**src/rtl/uart_tx_axi_if.sv**
```systemverilog
// AXI4-Lite write/read channel bundle between a bus master and the UART transmitter.
// Latency: none, wires only.
// Backpressure: carried by the valid/ready pairs of each channel.
interface uart_tx_axi_if;
    logic        awvalid;
    logic        awready;
    logic [31:0] awaddr;
    logic        wvalid;
    logic        wready;
    logic [31:0] wdata;
    logic [3:0]  wstrb;
    logic        bvalid;
    logic        bready;
    logic [1:0]  bresp;
    logic        arvalid;
    logic        arready;
    logic [31:0] araddr;
    logic        rvalid;
    logic        rready;
    logic [31:0] rdata;
    logic [1:0]  rresp;

    modport master (
        output awvalid, awaddr, wvalid, wdata, wstrb, bready, arvalid, araddr, rready,
        input  awready, wready, bvalid, bresp, arready, rvalid, rdata, rresp
    );

    modport slave (
        input  awvalid, awaddr, wvalid, wdata, wstrb, bready, arvalid, araddr, rready,
        output awready, wready, bvalid, bresp, arready, rvalid, rdata, rresp
    );
endinterface

```
**src/rtl/uart_tx_axi.sv**
```systemverilog
// AXI4-Lite slave feeding a byte FIFO into a UART transmitter; 10-bit frame, or 11-bit with even parity when UART_TX_PARITY_EN is defined.
// Latency: bvalid/rvalid one cycle after the accepting handshake; a popped byte drives its START bit on the next cycle.
// Backpressure: one outstanding write and one outstanding read; writes to a full FIFO are dropped and answered with SLVERR.
module uart_tx_axi #(
    parameter int CLK_DIV    = 868,
    parameter int FIFO_DEPTH = 8
) (
    input  logic         aclk,
    input  logic         aresetn,
    uart_tx_axi_if.slave axi,
    output logic         tx
);
    localparam int               PTR_W       = $clog2(FIFO_DEPTH);
    localparam logic [15:0]      BAUD_LOAD   = 16'(CLK_DIV - 1);
    localparam logic [PTR_W:0]   CNT_FULL    = (PTR_W + 1)'(FIFO_DEPTH);
    localparam logic [PTR_W:0]   CNT_ONE     = (PTR_W + 1)'(1);
    localparam logic [PTR_W-1:0] PTR_ONE     = (PTR_W)'(1);
    localparam logic [1:0]       RESP_OKAY   = 2'b00;
    localparam logic [1:0]       RESP_SLVERR = 2'b10;

    typedef enum logic [2:0] {
        ST_IDLE,
        ST_START,
        ST_DATA,
`ifdef UART_TX_PARITY_EN
        ST_PARITY,
`endif
        ST_STOP
    } state_t;

    state_t           state_q, state_d;
    logic             pop;
    logic             bit_end;
    logic [15:0]      baud_cnt;
    logic [2:0]       bit_idx;
    logic [7:0]       shreg;
`ifdef UART_TX_PARITY_EN
    logic             par_q;
`endif

    logic [7:0]       fifo_mem [FIFO_DEPTH];
    logic [PTR_W-1:0] wr_ptr, rd_ptr;
    logic [PTR_W:0]   fifo_cnt;
    logic             fifo_full, fifo_empty, push;
    logic [7:0]       pop_byte;
    logic [31:0]      cnt_ext;
    logic [31:0]      status;

    logic             aw_rdy_q, bvalid_q, ar_rdy_q, rvalid_q;
    logic [1:0]       bresp_q, rresp_q;
    logic [31:0]      rdata_q;
    logic             wr_fire, rd_fire, wr_is_txdata, rd_is_status;
    logic [1:0]       wr_resp;

    assign fifo_full    = (fifo_cnt == CNT_FULL);
    assign fifo_empty   = (fifo_cnt == '0);
    assign pop_byte     = fifo_mem[rd_ptr];
    assign cnt_ext      = 32'(fifo_cnt);
    assign status       = {16'h0000, cnt_ext[7:0], 5'b00000, (state_q != ST_IDLE), fifo_empty, fifo_full};

    assign wr_fire      = aw_rdy_q & axi.awvalid & axi.wvalid;
    assign rd_fire      = ar_rdy_q & axi.arvalid;
    assign wr_is_txdata = (axi.awaddr[3:0] == 4'h0);
    assign rd_is_status = (axi.araddr[3:0] == 4'h4);
    // Fullness is taken from the current count, so a pop in the same cycle cannot rescue a write.
    assign push         = wr_fire & wr_is_txdata & axi.wstrb[0] & ~fifo_full;
    assign wr_resp      = (!wr_is_txdata || (axi.wstrb[0] && fifo_full)) ? RESP_SLVERR : RESP_OKAY;
    assign bit_end      = (baud_cnt == 16'd0);

    assign axi.awready  = aw_rdy_q;
    assign axi.wready   = aw_rdy_q;
    assign axi.bvalid   = bvalid_q;
    assign axi.bresp    = bresp_q;
    assign axi.arready  = ar_rdy_q;
    assign axi.rvalid   = rvalid_q;
    assign axi.rdata    = rdata_q;
    assign axi.rresp    = rresp_q;

    logic unused_bits;
    assign unused_bits = &{1'b0, axi.awaddr[31:4], axi.wdata[31:8], axi.wstrb[3:1],
                           axi.araddr[31:4], cnt_ext[31:8]};

    // Write channel: one-cycle joint AW/W accept, then hold the response until bready.
    always_ff @(posedge aclk or negedge aresetn) begin
        if (!aresetn) begin
            aw_rdy_q <= 1'b0;
            bvalid_q <= 1'b0;
            bresp_q  <= 2'b00;
        end else begin
            aw_rdy_q <= axi.awvalid & axi.wvalid & ~bvalid_q & ~aw_rdy_q;
            if (wr_fire) begin
                bvalid_q <= 1'b1;
                bresp_q  <= wr_resp;
            end else if (bvalid_q && axi.bready) begin
                bvalid_q <= 1'b0;
            end
        end
    end

    // Read channel: one-cycle AR accept, then hold rdata/rresp until rready.
    always_ff @(posedge aclk or negedge aresetn) begin
        if (!aresetn) begin
            ar_rdy_q <= 1'b0;
            rvalid_q <= 1'b0;
            rdata_q  <= 32'h0;
            rresp_q  <= 2'b00;
        end else begin
            ar_rdy_q <= axi.arvalid & ~rvalid_q & ~ar_rdy_q;
            if (rd_fire) begin
                rvalid_q <= 1'b1;
                rdata_q  <= rd_is_status ? status : 32'h0;
                rresp_q  <= rd_is_status ? RESP_OKAY : RESP_SLVERR;
            end else if (rvalid_q && axi.rready) begin
                rvalid_q <= 1'b0;
            end
        end
    end

    // FIFO storage: data only, pointers and count carry the valid state.
    always_ff @(posedge aclk) begin
        if (push) begin
            fifo_mem[wr_ptr] <= axi.wdata[7:0];
        end
    end

    // FIFO pointers and occupancy; pointers wrap naturally at the power-of-two depth.
    always_ff @(posedge aclk or negedge aresetn) begin
        if (!aresetn) begin
            wr_ptr   <= '0;
            rd_ptr   <= '0;
            fifo_cnt <= '0;
        end else begin
            if (push) wr_ptr <= wr_ptr + PTR_ONE;
            if (pop)  rd_ptr <= rd_ptr + PTR_ONE;
            case ({push, pop})
                2'b10:   fifo_cnt <= fifo_cnt + CNT_ONE;
                2'b01:   fifo_cnt <= fifo_cnt - CNT_ONE;
                default: fifo_cnt <= fifo_cnt;
            endcase
        end
    end

    // Serializer state register.
    always_ff @(posedge aclk or negedge aresetn) begin
        if (!aresetn) state_q <= ST_IDLE;
        else          state_q <= state_d;
    end

    // Serializer next state, FIFO pop and line level; tx follows the state so reset raises it at once.
    always_comb begin
        state_d = state_q;
        pop     = 1'b0;
        tx      = 1'b1;
        case (state_q)
            ST_IDLE: begin
                if (!fifo_empty) begin
                    pop     = 1'b1;
                    state_d = ST_START;
                end
            end
            ST_START: begin
                tx = 1'b0;
                if (bit_end) state_d = ST_DATA;
            end
            ST_DATA: begin
                tx = shreg[0];
                if (bit_end && bit_idx == 3'd7) begin
`ifdef UART_TX_PARITY_EN
                    state_d = ST_PARITY;
`else
                    state_d = ST_STOP;
`endif
                end
            end
`ifdef UART_TX_PARITY_EN
            ST_PARITY: begin
                tx = par_q;
                if (bit_end) state_d = ST_STOP;
            end
`endif
            ST_STOP: begin
                if (bit_end) begin
                    if (!fifo_empty) begin
                        pop     = 1'b1;
                        state_d = ST_START;
                    end else begin
                        state_d = ST_IDLE;
                    end
                end
            end
            default: state_d = ST_IDLE;
        endcase
    end

    // Bit timer and shifter: a pop loads a fresh byte and restarts the bit period.
    always_ff @(posedge aclk or negedge aresetn) begin
        if (!aresetn) begin
            baud_cnt <= 16'd0;
            bit_idx  <= 3'd0;
            shreg    <= 8'h00;
`ifdef UART_TX_PARITY_EN
            par_q    <= 1'b0;
`endif
        end else if (pop) begin
            baud_cnt <= BAUD_LOAD;
            bit_idx  <= 3'd0;
            shreg    <= pop_byte;
`ifdef UART_TX_PARITY_EN
            par_q    <= ^pop_byte;
`endif
        end else if (state_q != ST_IDLE) begin
            baud_cnt <= bit_end ? BAUD_LOAD : baud_cnt - 16'd1;
            if (state_q == ST_DATA && bit_end) begin
                shreg   <= {1'b0, shreg[7:1]};
                bit_idx <= bit_idx + 3'd1;
            end
        end
    end
endmodule

```
**src/flat_wrapper.sv**
```systemverilog
// flat-port wrapper written by rule: the top's interface ports become plain ports
module uart_tx_axi_flat 
#(
    parameter int CLK_DIV    = 868,
    parameter int FIFO_DEPTH = 8
)
  (aclk, aresetn, tx, axi_awvalid, axi_awaddr, axi_wvalid, axi_wdata, axi_wstrb, axi_bready, axi_arvalid, axi_araddr, axi_rready, axi_awready, axi_wready, axi_bvalid, axi_bresp, axi_arready, axi_rvalid, axi_rdata, axi_rresp);
  uart_tx_axi_if axi_i ();
  input  logic aclk;
  input  logic aresetn;
  output logic tx;
  input wire logic [$bits(axi_i.awvalid)-1:0] axi_awvalid;
  input wire logic [$bits(axi_i.awaddr)-1:0] axi_awaddr;
  input wire logic [$bits(axi_i.wvalid)-1:0] axi_wvalid;
  input wire logic [$bits(axi_i.wdata)-1:0] axi_wdata;
  input wire logic [$bits(axi_i.wstrb)-1:0] axi_wstrb;
  input wire logic [$bits(axi_i.bready)-1:0] axi_bready;
  input wire logic [$bits(axi_i.arvalid)-1:0] axi_arvalid;
  input wire logic [$bits(axi_i.araddr)-1:0] axi_araddr;
  input wire logic [$bits(axi_i.rready)-1:0] axi_rready;
  output wire logic [$bits(axi_i.awready)-1:0] axi_awready;
  output wire logic [$bits(axi_i.wready)-1:0] axi_wready;
  output wire logic [$bits(axi_i.bvalid)-1:0] axi_bvalid;
  output wire logic [$bits(axi_i.bresp)-1:0] axi_bresp;
  output wire logic [$bits(axi_i.arready)-1:0] axi_arready;
  output wire logic [$bits(axi_i.rvalid)-1:0] axi_rvalid;
  output wire logic [$bits(axi_i.rdata)-1:0] axi_rdata;
  output wire logic [$bits(axi_i.rresp)-1:0] axi_rresp;
  assign axi_i.awvalid = axi_awvalid;
  assign axi_i.awaddr = axi_awaddr;
  assign axi_i.wvalid = axi_wvalid;
  assign axi_i.wdata = axi_wdata;
  assign axi_i.wstrb = axi_wstrb;
  assign axi_i.bready = axi_bready;
  assign axi_i.arvalid = axi_arvalid;
  assign axi_i.araddr = axi_araddr;
  assign axi_i.rready = axi_rready;
  assign axi_awready = axi_i.awready;
  assign axi_wready = axi_i.wready;
  assign axi_bvalid = axi_i.bvalid;
  assign axi_bresp = axi_i.bresp;
  assign axi_arready = axi_i.arready;
  assign axi_rvalid = axi_i.rvalid;
  assign axi_rdata = axi_i.rdata;
  assign axi_rresp = axi_i.rresp;
  uart_tx_axi #(.CLK_DIV(CLK_DIV), .FIFO_DEPTH(FIFO_DEPTH)) u_core (.aclk(aclk), .aresetn(aresetn), .axi(axi_i), .tx(tx));
endmodule
```
**config.mk**
```make
export PLATFORM = sky130hd
export DESIGN_NAME = uart_tx_axi_flat
export DESIGN_NICKNAME = d
export VERILOG_FILES = /design/src/rtl/uart_tx_axi_if.sv /design/src/rtl/uart_tx_axi.sv /design/src/flat_wrapper.sv
export SDC_FILE = /design/constraint.sdc
export NUM_CORES = 1
export LEC_CHECK = 0
export BUFFER_PORTS_ARGS = -buffer_cell sky130_fd_sc_hd__buf_2
export CAP_MARGIN = 20
export CORE_MARGIN = 4
export CORE_UTILIZATION = 52
export DETAILED_ROUTE_END_ITERATION = 7
export PLACE_DENSITY_LB_ADDON = 0.12
export SKIP_CTS_REPAIR_TIMING = 1
export SLEW_MARGIN = 20
export SYNTH_ARGS = -nofsm -noshare
export SYNTH_HDL_FRONTEND = slang
export SYNTH_SLANG_ARGS = --single-unit
```
**constraint.sdc**
```tcl
create_clock -name aclk -period 3.7 [get_ports aclk]
set_input_delay 0.185 -clock aclk [delete_from_list [all_inputs] [get_ports aclk]]
set_output_delay 0.185 -clock aclk [all_outputs]
set_load 0.01 [all_outputs]
```
## Word-level counts from Yosys, hierarchy flattened

Memory sizes are Yosys's and may differ from the RTL's.
Index checks and enable logic that the tools add are counted.

- Register bits: 80
- Memories kept: 1
- RAM bits: 64
- Logic and storage cells: 97
- Bits of input ports: 107
- Output and inout bits: 42

Memories:

| name | words | width | read ports | clocked after memory_dff | write ports | RTL line | RTL |
|---|---|---|---|---|---|---|---|
| u_core.fifo_mem | 8 | 8 | 1 | 0 | 1 | uart_tx_axi.sv:41 | `logic [7:0] fifo_mem [FIFO_DEPTH];` |

- Reduce and logical (&&, ||, !) cells: 19
- Muxes and demuxes: 29
- Eq/ne operators: 12
- Bitwise gates (word level): 16
- Add/subtract/negate cells: 6

Operators with widths:

| operator | number |
|---|---|
| $mux W16 | 3 |
| $mux W8 | 3 |
| $mux W3 | 7 |
| $logic_not A16 Y1 | 1 |
| $sub A16 B1 Y16 const B | 1 |
| $mux W12 | 1 |
| $pmux W3 S4 | 1 |
| $and A1 B1 Y1 | 11 |
| $reduce_bool A2 Y1 | 5 |
| $add A3 B1 Y3 const B | 3 |
| $mux W1 | 9 |
| $logic_not A4 Y1 | 2 |
| $pmux W4 S2 | 1 |
| $eq A3 B2 Y1 const B | 2 |
| $ne A2 B1 Y1 const B | 3 |
| $logic_and A1 B1 Y1 | 5 |
| $not A1 Y1 | 5 |
| $add A4 B1 Y4 const B | 1 |
| $eq A4 B3 Y1 const B | 1 |
| $eq A4 B4 Y1 const B | 1 |
| $mux W2 | 2 |
| $pmux W1 S2 | 2 |
| $reduce_and A4 Y1 | 1 |
| $sub A4 B1 Y4 const B | 1 |
| 10 further kinds | 10 |

## Longest topological paths before layout

Gate-level depths: netlist (run 1).

- Depth after elaboration: 7
- Gate-level depth with buffers: 14

## Worst setup path before layout (run 1)

OpenSTA, ideal clock, no wires.

- Path type: reg-to-reg
- Start point: reg u_core.baud_cnt[0]
- End point: reg u_core.fifo_cnt[2]
- Clock period less this slack: 2.881 ns
- Path slack: 0.819 ns
- Arrival time: 2.748 ns
- Path buffers: 1
- Stages on the path, launching flop included: 15
- Path through: dfrtp_1 -> inv_1 -> ha_1 -> nor4b_4 -> and2_1 -> a41oi_2 -> nor3_4 -> buf_6 -> ha_1 -> xor2_1 -> ha_1 -> a21oi_1 -> xor2_1 -> nor2_1 -> xor2_1

- Cells in the longest elaborated chain, start to end: 5

Ends and longest elaborated chain:

| item | RTL line | RTL |
|---|---|---|
| start: declaration | uart_tx_axi.sv:34 | `logic [15:0] baud_cnt;` |
| start signal: assignment | uart_tx_axi.sv:212 | `baud_cnt <= bit_end ? BAUD_LOAD : baud_cnt - 16'd1;` |
| $logic_not A16 Y1 (*) | uart_tx_axi.sv:68 | `assign bit_end = (baud_cnt == 16'd0);` |
| $mux W1 (*) | uart_tx_axi.sv:182 | `if (bit_end) begin` |
| $pmux W1 S2 (*) | uart_tx_axi.sv:154 | `case (state_q)` |
| $eq A2 B1 Y1 / $eq A2 B2 Y1 (equally long branches) | uart_tx_axi.sv:135 | `case ({push, pop})` |
| $pmux W4 S2 / $reduce_bool A2 Y1 (equally long branches) | - |  |
| end signal: assignment | uart_tx_axi.sv:136 | `2'b10: fifo_cnt <= fifo_cnt + CNT_ONE;` |
| end signal: assignment | uart_tx_axi.sv:137 | `2'b01: fifo_cnt <= fifo_cnt - CNT_ONE;` |
| end signal: assignment | uart_tx_axi.sv:138 | `default: fifo_cnt <= fifo_cnt;` |
| end: declaration | uart_tx_axi.sv:43 | `logic [PTR_W:0] fifo_cnt;` |

Every way passes the cells marked *; elsewhere a longest branch is shown, timed or not.
A chain may end at the register's enable or synchronous reset.

## Worst setup path after layout (run 1)

Ends and elaborated chain as after synthesis.

==> impl_metrics.py, run 1 <==
metrics = {
    "run_status": {
        "status": "finished, violations left",
        "violations": "hold timing",
    },
    "timing": {
        "rsz0062_at_grt": "false",
        "finalSetupViolations": 0,
        "fmax_mhz": 345,
        "worstMarginPinSlew_ns": 0.908,
        "fin_crit_sh_pct": 78.4,
        "min_period_ns": 2.90,
        "skew_ns": 0.00606,
        "setup_tns_ns": 0,
        "drv_slew": 0,
        "hold_violations": 2,
        "slew_headroom_pct": 39.4,
        "hold_ws_ns": -0.0244,
    },
    "critical_path": {
        "arrival_ns": 3.28,
        "startpoint_type": "register",
        "max_stage_delay_ns": 0.41,
        "crit_chain": "inv_1, ha_1, nor4b_4, and2_1, a41oi_2, nor3_4, ha_1, xor2_1, ha_1, a21oi_1, xor2_1, nor2_1, xor2_1",
        "critPathTopFamily": "simple AND/OR/NAND/NOR gates",
        "cp.required_ns": 4.08,
        "slowest_stage": "dfrtp_1",
        "end_kind": "register",
        "worstPathMaxFanout": 7,
        "critPathKind": "reg2reg",
        "crit_buf_inv": 1,
    },
    "final_layout": {
        "fin_nets": 568,
        "fin_util_pct": 63.4,
        "drive_above_1_share_pct": 22.7,
        "n_antenna_cell": 0,
        "mostFrequentLayoutCell": "edfxtp_1",
        "area_growth_pct": 17.5,
        "final_cell_mix": "edfxtp_1 (64), dfrtp_1 (52), buf_2 (38), conb_1 (27)",
    },
    "routing": {
        "routedWlPerCell_um": 16.3,
        "first_pass_iters": 4,
        "ant_nets": 0,
        "drt_iter0_drc": 157,
        "totalWireLength_um": 9690,
        "drc": 0,
        "via_per_inst": 5.30,
        "via_count": 3154,
    },
    "pwr": {
        "power_mw": 4.44,
        "p_leak_nw": 2.46,
        "ir_drop_uv": 445,
        "power_density_mw_per_mm2": 710,
    },
    "grt": {
        "overflow": 0,
        "grt_antenna_before_repair": 0,
        "grt_pass1_wl_um": 16000,
        "grt_pass1_vias": 3096,
        "grt_max_degree": 53,
        "grt_usage_pct": 18.0,
    },
    "placed_design": {
        "dpl.hpwl_um": 6330,
        "io_buffers": 38,
        "gp_congestion": 0.820,
    },
    "yosys": {
        "yosys.area.top_type": "edfxtp_1",
        "ys_seq_area_share_pct": 60.5,
        "synth_cell_types": 51,
        "ys_ff_latch": 116,
        "synth_edf_count": 64,
        "synth_warnings": 0,
        "synth_area_per_cell_um2": 13.8,
        "synth_area_leaders": "edfxtp_1 (36%), dfrtp_1 (24%), mux4_2 (6.8%)",
        "synthCells": 387,
        "async_reset_ff_share_pct": 44.8,
        "synth_area_mm2": 0.00533,
        "synth_flop_cell": "edfxtp_1",
        "yosysTopAreaCellShare_pct": 36.1,
    },
    "cts": {
        "worstSkewPairLatency_ns": 0.51,
        "cts_made_buffers": 17,
        "clock_path_buffers": 2,
        "clkTransAtPathRegs_ns": 0.06,
        "cts_tree": "built",
        "clock_sinks": 116,
        "cts_max_level": 4,
        "root_buffer": "clkbuf_8",
    },
    "floorplanning": {
        "die_w_um": 109,
        "start_util_pct": 54.0,
        "rows": 36,
        "fp.dieArea_mm2": 0.0119,
        "ioPinCount": 149,
        "fp.coreArea_mm2": 0.00986,
        "die_h_um": 109,
    },
    "hold_path": {
        "min_path_type": "in2reg",
    },
    "flow_run": {
        "drv_cap": 0,
    },
}
[registers in the layout (all words and copies together) (netlist names)]
signal / flops
u_core.rd_ptr: 3
u_core.axi.rdata: 7
u_core.axi.bvalid: 1
u_core.axi.rresp: 1
u_core.baud_cnt: 16
u_core.bit_idx: 3
u_core.axi.rvalid: 1
u_core.shreg: 8
u_core.axi.awready: 1
u_core.state_q: 2
u_core.axi.arready: 1
u_core.wr_ptr: 3
u_core.fifo_cnt: 4
u_core.fifo_mem: 64
u_core.axi.bresp: 1
[report_power, final]
group	switching, mW	internal [mW]
Combinational	0.559	0.569
Clock	0.611	0.906
Sequential	0.272	1.53
Total	1.44	3.00
[synth_stat cells (3+ instances only)]
| cell | n |
|---|---|
| edfxtp_1 | 64 |
| a31oi_1 | 3 |
| clkbuf_1 | 6 |
| nor3_1 | 12 |
| mux2_2 | 3 |
| xnor2_1 | 3 |
| xor2_1 | 5 |
| nand2_1 | 22 |
| a22o_1 | 7 |
| nor2_1 | 24 |
| a21oi_1 | 12 |
| inv_1 | 9 |
| mux4_2 | 16 |
| mux2i_1 | 25 |
| nor2b_1 | 3 |
| ha_1 | 12 |
| buf_4 | 28 |
| nor4_1 | 5 |
| nand3b_1 | 3 |
| o21ai_0 | 25 |
| dfrtp_1 | 52 |
| nand2b_1 | 6 |
| buf_2 | 3 |
[per-layer routing]
| layer | wire length [um] | part of all wire [%] | GRT usage, % | vias to the layer above |
|---|---|---|---|---|
| met5 | 0 | 0 | 0 | - |
| met1 | 4310 | 44 | 23.9 | 1555 |
| met4 | 78 | 0.81 | 5.70 | 0 |
| met3 | 418 | 4.3 | 4.56 | 6 |
| met2 | 4880 | 50 | 29.4 | 67 |
| li1 | - | - | - | 1526 |
[final timing paths]
path | cells past startpoint | end | slack, ns | start
setup / recovery | 13 | u_core.fifo_cnt[2] | 0.80 | u_core.baud_cnt[0]
hold / removal | 3 | u_core.axi.bresp[1] | -0.02 | axi_wstrb[0]
setup reg to reg | 13 | u_core.fifo_cnt[2] | 0.80 | u_core.baud_cnt[0]
hold reg to reg | 1 | u_core.axi.arready | 0.44 | u_core.axi.rvalid
max in group asynchronous | 3 | u_core.shreg[4] | 2.93 | aresetn
min in group asynchronous | 3 | u_core.baud_cnt[6] | 0.32 | aresetn
[final cells by class]
| cell class | instances | area (um2) |
|---|---|---|
| clock buffer | 17 | 414 |
| clock inverter | 15 | 149 |
| fill | 708 | 3610 |
| inverter | 9 | 33.8 |
| multi-input combinational | 247 | 1900 |
| sequential | 116 | 3220 |
| tap | 133 | 166 |
| timing repair buffer | 58 | 375 |
[cells by family (layout without fill, tap and decap cells)]
| group | after synthesis | in the layout | share of synthesized area, % |
|---|---|---|---|
| AO/OA/AOI/OAI | 61 | 61 | 7.19 |
| XOR/XNOR | 9 | 9 | 1.62 |
| adder cells (fa/ha/maj) | 12 | 12 | 2.82 |
| buffers and inverters | 50 | 99 | 5.85 |
| flip-flops | 116 | 116 | 60.5 |
| multiplexers | 44 | 44 | 12.1 |
| other | 1 | 27 | 0.0704 |
| AND/OR/NAND/NOR | 94 | 94 | 9.84 |
[through the flow]
step,cell area [um2],worst slack [ns],hold slack [ns],cells
2_1_floorplan,5420,0.819,-0.111,413
3_3_place_gp,5550,0.862,0.348,549
3_5_place_dp,5550,0.806,0.348,549
4_1_cts,6110,0.788,-0.187,581
5_1_grt,6260,0.520,0.00129,595
6_report,6260,0.801,-0.0244,595
[tightest hold or removal path, cell delays in order]
cell	delay, ns
buf_2	0.08
a21oi_1	0.05
o21ai_0	0.13
(Power assumes the default switching activity.)
==> run 2, diff against run 1 <==
==> constraint.sdc (replaced) <==
create_clock -name aclk -period 2.7 [get_ports aclk]
set_input_delay 0.135 -clock aclk [delete_from_list [all_inputs] [get_ports aclk]]
set_output_delay 0.135 -clock aclk [all_outputs]
set_load 0.01 [all_outputs]
==> impl_metrics.py, run 2 (same netlist as run 1, synthesis figures left out) <==
metrics = {
    "floorplanning": {
        "start_util_pct": 54.0,
        "ioPinCount": 149,
        "die_h_um": 109,
        "die_w_um": 109,
        "rows": 36,
        "fp.dieArea_mm2": 0.0119,
        "fp.coreArea_mm2": 0.00986,
    },
    "cts": {
        "cts_tree": "built",
        "root_buffer": "clkbuf_8",
        "clock_sinks": 116,
        "cts_max_level": 4,
        "clkTransAtPathRegs_ns": 0.06,
        "worstSkewPairLatency_ns": 0.52,
        "cts_made_buffers": 17,
        "clock_path_buffers": 2,
    },
    "pwr": {
        "power_density_mw_per_mm2": 974,
        "intPower_mw": 4.41,
        "ir_drop_uv": 562,
        "netSwitchingFraction_pct": 31.4,
        "power_frac_seq_pct": 36.7,
        "p_clk_share_pct": 33.2,
        "switching_power_mw": 2.02,
        "combPwrFrac_pct": 30.1,
        "p_leak_nw": 2.64,
    },
    "final_layout": {
        "seq_area_mm2": 0.00322,
        "drive_above_1_share_pct": 29.2,
        "n_antenna_cell": 0,
        "final_cell_mix": "edfxtp_1 (64), dfrtp_1 (52), buf_4 (39), buf_2 (38), conb_1 (27)",
        "area_growth_pct": 23.9,
        "mostFrequentLayoutCell": "edfxtp_1",
        "top_register": "u_core.fifo_mem",
        "fin_util_pct": 66.9,
        "reg.largest.list": "u_core.fifo_mem x64, u_core.baud_cnt x16, u_core.shreg x8",
        "largest_reg_flops": 64,
        "multi_input_area_mm2": 0.00196,
        "stdcell_area_mm2": 0.00660,
        "fin_nets": 602,
        "fillers": 705,
    },
    "placed_design": {
        "gp_congestion": 0.841,
        "dpl.hpwl_um": 6850,
        "place_area_mm2": 0.00579,
        "io_buffers": 38,
    },
    "critical_path": {
        "crit_chain": "inv_2, ha_4, nor4b_4, and2_4, a41oi_4, nor3_4, buf_4, ha_4, nor2b_2, a21oi_1, o32a_1, nor2_1, xor2_1",
        "cp_common_cell": "ha_4",
        "worstPathMaxFanout": 5,
        "end_kind": "register",
        "slowest_stage": "dfrtp_1",
        "cp.required_ns": 3.13,
        "startpoint_type": "register",
        "arrival_ns": 2.99,
        "max_stage_delay_ns": 0.39,
        "critPathKind": "reg2reg",
    },
    "grt": {
        "grt_max_degree": 28,
        "grt_usage_pct": 19.5,
        "grt_pass1_wl_um": 17300,
        "grt_antenna_before_repair": 0,
        "overflow": 0,
        "grt_pass1_vias": 3325,
    },
    "timing": {
        "skew_ns": 0.0104,
        "fin_crit_sh_pct": 94.7,
        "fmax_mhz": 391,
        "hold_violations": 1,
        "worstMarginPinSlew_ns": 0.804,
        "slew_headroom_pct": 46.4,
        "finalSetupViolations": 0,
        "drv_slew": 0,
        "hold_ws_ns": -0.0164,
        "min_period_ns": 2.56,
    },
    "hold_path": {
        "min_path_type": "in2reg",
    },
    "routing": {
        "via_per_inst": 5.33,
        "drt_iter0_drc": 120,
        "ant_nets": 0,
        "first_pass_iters": 5,
        "drc": 0,
        "totalWireLength_um": 10500,
        "via_count": 3352,
        "routedWlPerCell_um": 16.8,
    },
    "run_status": {
        "violations": "hold timing",
        "status": "finished, violations left",
    },
    "flow_run": {
        "drv_cap": 0,
    },
}
-- run 2: cell count changes in the layout (fill, tap and decap cells not counted), sizes merged --
cell	before	now
clkbuf	17	22
dlygate4sd3	14	15
buf	44	77
inv	14	10
clkinv	6	5
-- run 2: per-stage QoR --
stage	power, mW	setup slack, ns	setup TNS [ns]	cells	hold slack [ns]
after floorplan	3.72	-0.0810	-0.168	413	-0.161
after global placement	4.16	0.0723	0	576	0.168
after detailed placement	4.21	0.0146	0	576	0.170
after CTS	6.38	-0.0745	-0.115	608	-0.378
after global routing	6.84	-0.0138	-0.0138	629	0.0243
final	6.43	0.144	0	629	-0.0164
-- run 2: metal layers --
layer  global-route usage [%]  vias up  wire length [um]
li1                         -     1583                 -
met1                     26.0     1693              4720
met2                     31.3       59              5320
met3                     4.91       17               346
met4                     7.39        0               168
met5                        0        -                 0
-- run 2: final cells by class --
cell class	count	share of cell area, %
clock buffers	22	7.36
clock inverters	10	1.44
inverters	9	0.512
multi-input cells	247	29.7
flip-flops and latches	116	48.9
well taps	133	2.52
repair buffers	92	9.60
-- run 2: power groups by stage --
| stage | Sequential [mW] | Combinational (mW) | Clock [mW] |
|---|---|---|---|
| after floorplan | 2.27 | 1.45 | 0 |
| after global placement | 2.37 | 1.78 | 0 |
| after detailed placement | 2.38 | 1.83 | 0 |
| after CTS | 2.36 | 1.85 | 2.17 |
| after global routing | 2.40 | 2.17 | 2.27 |
| final | 2.36 | 1.94 | 2.13 |
-- run 2: worst max-delay path: cells and delay by family (launching register included) --
kind / cells / cell delay (ns)
AND/OR/NAND/NOR: 5 / 0.95
AO/OA/AOI/OAI: 3 / 0.45
flip-flops: 1 / 0.39
adder cells (fa/ha/maj): 2 / 0.29
buffers and inverters: 2 / 0.24
XOR/XNOR: 1 / 0.15
-- run 2: worst paths after layout --
kind	startpoint	to	slack, ns	depth (start not counted)
worst min-delay path	axi_wvalid	u_core.axi.bvalid	-0.02	3
min in group asynchronous	aresetn	u_core.baud_cnt[12]	0.16	3
worst min register to register	u_core.axi.bvalid	u_core.axi.awready	0.45	1
max in group asynchronous	aresetn	u_core.fifo_cnt[3]	2.25	3
worst max register to register	u_core.baud_cnt[0]	u_core.fifo_cnt[3]	0.14	13
worst max-delay path	u_core.baud_cnt[0]	u_core.fifo_cnt[3]	0.14	13
==> run 3, diff against run 2 <==
--- a/config.mk
+++ b/config.mk
@@ -8,7 +8,7 @@
 export BUFFER_PORTS_ARGS = -buffer_cell sky130_fd_sc_hd__buf_2
 export CAP_MARGIN = 20
 export CORE_MARGIN = 4
-export CORE_UTILIZATION = 52
+export CORE_UTILIZATION = 56
 export DETAILED_ROUTE_END_ITERATION = 7
 export PLACE_DENSITY_LB_ADDON = 0.12
 export SKIP_CTS_REPAIR_TIMING = 1
==> constraint.sdc (replaced) <==
create_clock -name aclk -period 3.03 [get_ports aclk]
set_input_delay 0.1515 -clock aclk [delete_from_list [all_inputs] [get_ports aclk]]
set_output_delay 0.1515 -clock aclk [all_outputs]
set_load 0.01 [all_outputs]
==> impl_metrics.py, run 3 (same netlist as run 1, synthesis figures left out) <==
metrics = {
    "run_status": {
        "status": "finished, final reports clean",
    },
    "timing": {
        "fmax_mhz": 367,
        "finalSetupViolations": 0,
        "min_period_ns": 2.72,
        "rsz0062_at_grt": "false",
        "drv_slew": 0,
        "skew_ns": 0.0142,
        "worstMarginPinSlew_ns": 0.829,
        "slew_headroom_pct": 44.0,
        "setup_tns_ns": 0,
        "fin_crit_sh_pct": 89.9,
        "hold_violations": 0,
    },
    "final_layout": {
        "reg.largest.list": "u_core.fifo_mem x64, u_core.baud_cnt x16, u_core.shreg x8",
        "n_antenna_cell": 0,
        "fin_nets": 583,
        "mostFrequentLayoutCell": "edfxtp_1",
        "area_growth_pct": 19.6,
        "top_register": "u_core.fifo_mem",
        "largest_reg_flops": 64,
        "fin_util_pct": 68.9,
        "final-instance-count-excl-fill": 606,
        "final_cell_mix": "edfxtp_1 (64), dfrtp_1 (52), buf_2 (38), conb_1 (27)",
        "fillers": 652,
        "stdcell_area_mm2": 0.00637,
        "drive_above_1_share_pct": 24.7,
    },
    "grt": {
        "grtUsageMet2_pct": 31.0,
        "grt_usage_pct": 19.2,
        "met1_usage_pct": 25.6,
        "overflow": 0,
        "gr-usage-met3_pct": 4.84,
        "grt_pass1_wl_um": 16500,
        "busiest_layer": "met2",
        "grt_antenna_before_repair": 0,
        "grt_max_degree": 32,
        "grt_pass1_vias": 3265,
    },
    "critical_path": {
        "cp.required_ns": 3.40,
        "critPathKind": "reg2reg",
        "worstPathMaxFanout": 5,
        "arrival_ns": 3.09,
        "end_kind": "register",
        "startpoint_type": "register",
    },
    "flow_run": {
        "drv_cap": 0,
    },
    "pwr": {
        "p_leak_nw": 2.55,
        "ir_drop_uv": 535,
        "power_density_mw_per_mm2": 862,
        "power_mw": 5.49,
    },
    "routing": {
        "first_pass_iters": 4,
        "routedWlPerCell_um": 16.2,
        "via_per_inst": 5.40,
        "totalWireLength_um": 9840,
        "drt_iter0_drc": 169,
        "drc": 0,
        "via_count": 3274,
        "ant_nets": 0,
    },
    "cts": {
        "clock_sinks": 116,
        "worstSkewPairLatency_ns": 0.51,
        "clock_path_buffers": 2,
        "cts_made_buffers": 17,
        "cts_max_level": 4,
        "cts_tree": "built",
        "clkTransAtPathRegs_ns": 0.07,
        "root_buffer": "clkbuf_8",
    },
    "placed_design": {
        "io_buffers": 38,
        "place_inst": 559,
        "place_area_mm2": 0.00565,
        "dpl.hpwl_um": 6630,
        "gp_congestion": 0.826,
    },
    "floorplanning": {
        "die_w_um": 106,
        "ioPinCount": 149,
        "rows": 35,
        "die_h_um": 106,
        "fp.dieArea_mm2": 0.0111,
        "start_util_pct": 57.6,
        "fp.coreArea_mm2": 0.00924,
    },
    "hold_path": {
        "min_path_type": "in2reg",
    },
}
run 3: cell types whose count changed in the layout (fill, tap and decap cells not counted), moves of 3 or more:
cell   delta
inv_6     +4
ha_4      -3
ha_1      +4
inv_8     +5
buf_4    -19
run 3: where the power goes:
group          leakage, nW  switching, mW  internal, mW
clock                0.279          0.810          1.06
sequential            1.23          0.280          1.86
combinational         1.04          0.754         0.728
total                 2.55           1.84          3.65
run 3: layer usage:
layer	vias up	routed length, um
met5	-	0
met4	0	104
met3	10	403
met2	78	5050
met1	1638	4290
li1	1548	-
run 3: cell type report:
cell class                      instances  area, um2  share of cell area, %
Multi-Input combinational cell        247       1890                   29.7
Inverter                                9       33.8                  0.530
Clock buffer                           17        414                   6.50
Timing Repair Buffer                   73        490                   7.70
Clock inverter                         15        158                   2.47
Sequential cell                       116       3220                   50.6
Tap cell                              129        161                   2.53
run 3: worst max-delay path, cell delays in order (launching register included):
cell and delay (ns):
dfrtp_1 0.42, inv_1 0.07, ha_1 0.22, nor4b_4 0.23, and2_1 0.22, a41oi_2 0.18
nor3_4 0.24, ha_1 0.24, xor2_1 0.08, ha_1 0.19, a21oi_1 0.14, xor2_1 0.17
nor2_1 0.07, xor2_1 0.14
run 3: through the flow:
step / hold WS [ns] / setup WS, ns
after floorplan: -0.144 / 0.149
after global placement: 0.219 / 0.408
after detailed placement: 0.237 / 0.333
after CTS: -0.306 / 0.291
after global routing: 0.0237 / 0.0679
final: 0.0109 / 0.307
run 3: final timing paths:
path	from	to	slack (ns)	cells past startpoint
max	u_core.baud_cnt[0]	u_core.fifo_cnt[2]	0.31	13
min	axi_wvalid	u_core.axi.bvalid	0.01	3
max reg2reg	u_core.baud_cnt[0]	u_core.fifo_cnt[2]	0.31	13
min reg2reg	u_core.axi.bvalid	u_core.axi.awready	0.45	1
max in group asynchronous	aresetn	u_core.baud_cnt[13]	2.03	3
min in group asynchronous	aresetn	u_core.baud_cnt[7]	0.23	2
